### src/rtl/mux_arbiter2_pkg.sv
// rtl/mux_arbiter2_pkg.sv - shared types and constants for the two-way arbiter
package mux_arbiter2_pkg;

  localparam int DEFAULT_WIDTH = 32;

  typedef enum logic {
    ST_IDLE = 1'b0,
    ST_FULL = 1'b1
  } state_e;

endpackage

### src/rtl/mux_arbiter2_rr_pick2.sv
// rtl/mux_arbiter2_rr_pick2.sv - combinational two-way round-robin pick
module rr_pick2 (
  input  logic req0,
  input  logic req1,
  input  logic prio,
  output logic any,
  output logic pick
);

  assign any = req0 | req1;
  // prio only matters on a tie; otherwise the lone requester wins
  assign pick = (req0 & req1) ? prio : req1;

endmodule

### src/rtl/mux_arbiter2.sv
// rtl/mux_arbiter2.sv - round-robin arbiter sharing one registered output port
module mux_arbiter2
  import mux_arbiter2_pkg::*;
#(
  parameter int WIDTH = DEFAULT_WIDTH
) (
  input  logic             clk,
  input  logic             reset,
  input  logic             req0,
  input  logic [WIDTH-1:0] data0,
  output logic             gnt0,
  input  logic             req1,
  input  logic [WIDTH-1:0] data1,
  output logic             gnt1,
  output logic             out_valid,
  output logic [WIDTH-1:0] out_data,
  output logic             out_src,
  input  logic             out_ready
);

  state_e           state_q;
  logic [WIDTH-1:0] data_q;
  logic             src_q;
  logic             prio_q;

  logic any;
  logic pick;
  logic cap;

  rr_pick2 u_pick (
    .req0 (req0),
    .req1 (req1),
    .prio (prio_q),
    .any  (any),
    .pick (pick)
  );

  // A slot opens when the holding register is empty or is being drained this edge
  assign cap  = !reset && ((state_q == ST_IDLE) || out_ready);
  assign gnt0 = cap && any && !pick;
  assign gnt1 = cap && any && pick;

  always_ff @(posedge clk) begin
    if (reset) begin
      state_q <= ST_IDLE;
      data_q  <= '0;
      src_q   <= 1'b0;
      prio_q  <= 1'b0;
    end else if (gnt0 || gnt1) begin
      state_q <= ST_FULL;
      data_q  <= gnt1 ? data1 : data0;
      src_q   <= gnt1;
      prio_q  <= !gnt1;
    end else if ((state_q == ST_FULL) && out_ready) begin
      state_q <= ST_IDLE;
    end
  end

  assign out_valid = (state_q == ST_FULL);
  assign out_data  = data_q;
  assign out_src   = src_q;

endmodule

### config.mk
export PLATFORM = sky130hd
export DESIGN_NAME = mux_arbiter2
export DESIGN_NICKNAME = d
export VERILOG_FILES = /design/src/rtl/mux_arbiter2_pkg.sv /design/src/rtl/mux_arbiter2_rr_pick2.sv /design/src/rtl/mux_arbiter2.sv
export SDC_FILE = /design/constraint.sdc
export NUM_CORES = 1
export LEC_CHECK = 0
export ABC_CLOCK_PERIOD_IN_PS = 1300
export CORE_MARGIN = 5
export CORE_UTILIZATION = 38
export DETAILED_ROUTE_END_ITERATION = 10
export PLACE_DENSITY = 0.8
export REMOVE_ABC_BUFFERS = 1
export SLEW_MARGIN = 10
export SYNTH_ARGS = -nofsm -noshare
export SYNTH_HDL_FRONTEND = slang
export SYNTH_SLANG_ARGS = --single-unit
### constraint.sdc
create_clock -name clk -period 1.3 [get_ports clk]
set_input_delay 0.13 -clock clk [delete_from_list [all_inputs] [get_ports clk]]
set_output_delay 0.13 -clock clk [all_outputs]
set_load 0.02 [all_outputs]
# Word level (Yosys, flattened, before mapping)
# Index checks and enable logic that the tools add are counted.
# op_classes
n_reduce_logical,11
muxes,4
n_bitwise,3
# op_table
operator,count
$mux 32,1
$logic_and 1x1->1,5
$logic_not 1->1,3
$mux 1,3
$logic_or 1x1->1,2
$reduce_bool 2->1,1
$and 1x1->1,1
$not 1->1,1
$or 1x1->1,1
# word_totals
reg_bits,35
word_cells,22
in_bits,69

# Longest topological paths before layout
# Gate-level depths: netlist (run 1).
# logic_depth
depth_word,7
ltp_mapped,5
mapped_depth_nobuf,3

# Cells and area by module
# Synthesis (run 1) repeated with hierarchy kept, for this count alone.
# unflattened
hier_cells,166
area_unflattened_um2,1785.5
# by_module_without_submodules
mod,area_per_inst_um2,cells_each,instances,seq_area_each_um2
mux_arbiter2,1767.9,163,1,700.7
rr_pick2,17.5,3,1,0.0

# Worst setup path before layout (run 1)
# OpenSTA, ideal clock, no wires.
# synth_path
kind,reg2out
from,register state_q (netlist: out_valid)
to,output port gnt0
path_buffers,2
path_stages_with_launch,5
slack_ns,-0.170
required_ns,1.170
t_arrival_ns,1.340
path_cell_list,dfxtp_1 > nor2b_1 > clkbuf_2 > buf_2 > a211oi_1
# synth_via
elab_chain_len,5
# synth_lines
item,line_no,rtl
from (decl),mux_arbiter2.sv:21,state_e state_q;
from (signal assigned),mux_arbiter2.sv:45,state_q <= ST_IDLE;
from (signal assigned),mux_arbiter2.sv:50,state_q <= ST_FULL;
from (signal assigned),mux_arbiter2.sv:55,state_q <= ST_IDLE;
$not 1->1,mux_arbiter2.sv:39,assign cap = !reset && ((state_q == ST_IDLE) || out_ready);
$logic_or 1x1->1,mux_arbiter2.sv:39,
$logic_and 1x1->1,mux_arbiter2.sv:39,
$logic_and 1x1->1 (2 in a row),mux_arbiter2.sv:40,assign gnt0 = cap && any && !pick;
to (decl),mux_arbiter2.sv:11,"output logic gnt0,"
# Every way passes these cells.

# Worst setup path in the final report (run 1)
# layout_path
from,register prio_q
to,output port gnt0
# layout_via
elab_chain_len,3
# layout_lines
item,line_no,rtl
from (decl),mux_arbiter2.sv:24,logic prio_q;
from (signal assigned),mux_arbiter2.sv:53,prio_q <= !gnt1;
$mux 1,mux_arbiter2_rr_pick2.sv:12,assign pick = (req0 & req1) ? prio : req1;
$logic_not 1->1,mux_arbiter2.sv:40,
$logic_and 1x1->1,mux_arbiter2.sv:40,
# Every way passes these cells.

==> impl_metrics.toml, run 1 <==
[synthesis]
ys.warnings.count = 0
synth_largest_area_cell = "dfxtp_1"
synthDistinctLibCells = 19
synth.ff_latch_count = 35
post-synth-top-area-fraction_pct = 37.7
synth_sequential_area_ratio_pct = 37.7
ys_async_sr_fraction_pct = 0
synth.most_common_cell = "dfxtp_1"
synth_top_cells_by_area = "dfxtp_1 38%, a311oi_1 15%, a211oi_1 13%"
number_of_enable_type_register_cells_in_the_synthesized_netlist = 0
netlist_top_cells_count = "35 x dfxtp_1, 34 x a21oi_1, 33 x a211oi_1, 33 x o21ai_0, 32 x a311oi_1"
syn_avg_cell_area_um2 = 8.76
number_of_instances_in_the_synthesized_netlist = 212
post_synth_instance_area_um2 = 1860
synth_flop_cell = "dfxtp_1"

[clock_network]
clock_latency_ns = 0.29
tritoncts = "built"
clock_sink_count = 35
clock_tree.buffer_depth = 2
clk_transition_reported_paths_ns = 0.08
num_cts_buffers = 5
cts_htree_levels = 2
cts_hold_repair.buffers = 0
clk_root_buffer_cell = "clkbuf_8"

[final_layout]
drive_above_1_share_pct = 29.1
postLayoutCoreUtil_pct = 73.9
nets_final = 391
area_growth_pct = 87.7
multi_input_comb_area_um2 = 1210
final-seq-area_um2 = 702
antenna_cells_inserted = 0
fillers = 353

[route]
count_of_tritonroute_iterations_in_the_first_routing_pass = 6
via_per_inst = 5.74
drc_errors = 0
routed_wirelength_um = 7390
drt_iter0_drc = 165
detailroute.via_count = 2238
antenna_violating_nets_post_route = 0
wire_per_inst_um = 19.0

[setup_path]
rr_worst_depth = 6
start_of_the_worst_register_to_register_path = "prio_q$_SDFFE_PP0P_"
worst_ep_arrival_time_ns = 1.23
worst-path-buf-inv = 1
critPathLaunchType = "register"
timing.setup.critical_path_class = "register to output port"
timing.critical_path.slowest_cell_delay_ns = 0.33
timing.critical_path.cells = "nand2b_4 > a211oi_2 > buf_4"
critical-path-top-delay-family = "flip-flops"
worstSetupEndpointType = "output port"
setup.reg_to_reg.worst_slack_ns = -0.04
crit_path_max_fanout = 3
critical_path.reg2reg.endpoint = "out_data[28]$_SDFFE_PP0P_"
timing.critical_path.required_ns = 1.17
critical_path.slowest_cell = "dfxtp_2"

[placement]
gpl.final_weighted_congestion = 0.786
dp_hpwl_um = 4520
place_worst_setup_slack_ns = -0.627
io_buffers = 104

[power_and_ir_drop]
vdd_ir_drop_max_mv = 0.597
power.share.switching_pct = 32.7
power.share.combinational_pct = 37.0
internal_power_uw = 2130
pwr-share-clk_pct = 24.8
pwr_density_cell_nw_per_um2 = 907
sequentialPowerShare_pct = 38.2
power.leakage_uw = 0.00132
p_sw_uw = 1030

[die]
num_io_pins = 105
fp.dieW_um = 79.9
design.core.area_um2 = 4720
dieArea_um2 = 6390
fp.dieH_um = 79.9
initial_standard_cell_utilization_of_the_core_pct = 39.3
floorplan.rows = 25

[global_route]
global_route.usage.total_pct = 21.6
grt_max_degree = 35
global_route_wire_length_before_repair_um = 10900
antenna_found_initial = 0
gr-total-overflow = 0
first_global_vias = 2178

[sta]
final.setup.worst_slack_ns = -0.0563
fmaxAchievable_ghz = 0.737
number_of_setup_violations_in_the_final_report = 15
post-route-period-util_pct = 104
fin_crit_ns = 1.36
worst_slew_margin_rel_pct = 70.7
max_slew.worst_pin.slew_ns = 0.440
final_hold_viol_count = 0
final.setup.tns_ns = -0.282
grt_setup_unrepaired = "yes"
finalMaxSlewViolations = 0
finalClockSkew_ns = 0.00693

[run]
drv_cap = 0

[worst_hold_path]
min-delay-start = "reset"
whs_path_depth = 3
whs_endpoint = "out_data[30]$_SDFFE_PP0P_"
holdCritPathClass = "input port to register"

[outcome]
status = "finished, violations left"
failed_checks = "negative setup slack"
how the worst max path moves through the flow:
stage                           startpoint                        end  slack, ns  cells after the start
floorplan           out_valid$_SDFFE_PP0P_       out_src$_SDFFE_PP0P_      -0.82                      3
global placement                      req0                       gnt0      -0.61                      4
detailed placement                    req0                       gnt0      -0.63                      4
CTS                    prio_q$_SDFFE_PP0P_  out_data[20]$_SDFFE_PP0P_      -0.06                      7
global route           prio_q$_SDFFE_PP0P_  out_data[13]$_SDFFE_PP0P_      -0.11                      4
finish                 prio_q$_SDFFE_PP0P_                       gnt0      -0.06                      3
stage by stage:
step	cell area, µm²	total power (µW)	std cells	hold slack (ns)
floorplan	1660	1620	180	0.199
global placement	3040	2220	376	0.471
detailed placement	3040	2230	376	0.475
CTS	3240	3040	389	0.317
global route	3490	3320	390	0.333
finish	3490	3160	390	0.311
state kept, by name, indices dropped and copies added, names as in the netlist:
register	cells
prio_q	1
out_data	32
out_valid	1
out_src	1
power by group through the flow:
stage,Clock (µW),Combinational (µW),Sequential (µW)
after detailed placement,0,1000,1230
after global routing,855,1240,1220
after global placement,0,990,1230
final,785,1170,1210
after floorplan,0,290,1330
after CTS,800,1040,1210
metal layers:
metal,vias up,routed length (µm),global-route usage [%]
met5,-,0,0
met4,0,110,7.43
met3,12,493,5.30
met2,89,3800,34.7
met1,1068,2990,27.9
li1,1069,-,-
area by class of cell:
type	instances	area share, %
Clock buffer	6	2.08
Clock inverter	2	0.359
Inverter	3	0.323
Multi-Input combinational cell	142	34.6
Sequential cell	35	20.1
Tap cell	67	2.40
Timing Repair Buffer	135	40.1
layout by cell type, fill, tap and decap left out:
cell / n
a211oi_1: 19
a211oi_2: 14
a21oi_1: 34
a311oi_1: 20
a311oi_2: 12
and2b_4: 1
buf_12: 9
buf_16: 1
buf_4: 15
buf_6: 7
clkbuf_1: 1
clkbuf_16: 1
clkbuf_8: 5
clkdlybuf4s50_1: 65
clkinv_2: 1
clkinvlp_4: 1
dfxtp_1: 34
dfxtp_2: 1
dlygate4sd2_1: 37
inv_1: 3
nand2b_4: 2
nand4_1: 1
nor2_1: 2
nor2b_2: 1
o211a_1: 1
o21ai_0: 8
o21ai_1: 4
o21ai_2: 19
o21ai_4: 2
o21ba_4: 1
o21bai_4: 1
kinds of logic (layout without fill, tap and decap cells):
group / after synthesis / count (layout) / share of synthesized area [%]
flops: 35 / 35 / 37.7
compound gates: 135 / 135 / 48.9
buf+inv: 35 / 146 / 11.2
simple gates: 7 / 7 / 2.16
worst min-delay path: cells and delay by family:
family	cells	cell delay [ns]
AO/OA/AOI/OAI	1	0.04
buffers and inverters	2	0.38
timing repair:
| action | 4_1_cts | 5_1_grt |
|---|---|---|
| gates resized for setup | 73 | 69 |
| setup endpoints to repair | 68 | 34 |
| setup buffers | 4 | 1 |
| pin swaps | 9 | 21 |
| gates cloned | 2 | 1 |
Power figures use the tool's default switching activity.
==> run 2: changes to the inputs <==
Settings changed: GPL_TIMING_DRIVEN set to 1, SLEW_MARGIN 10 to not set.
==> results of run 2 <==
No change in the layout: final DEF, timing and power equal those of run 1.
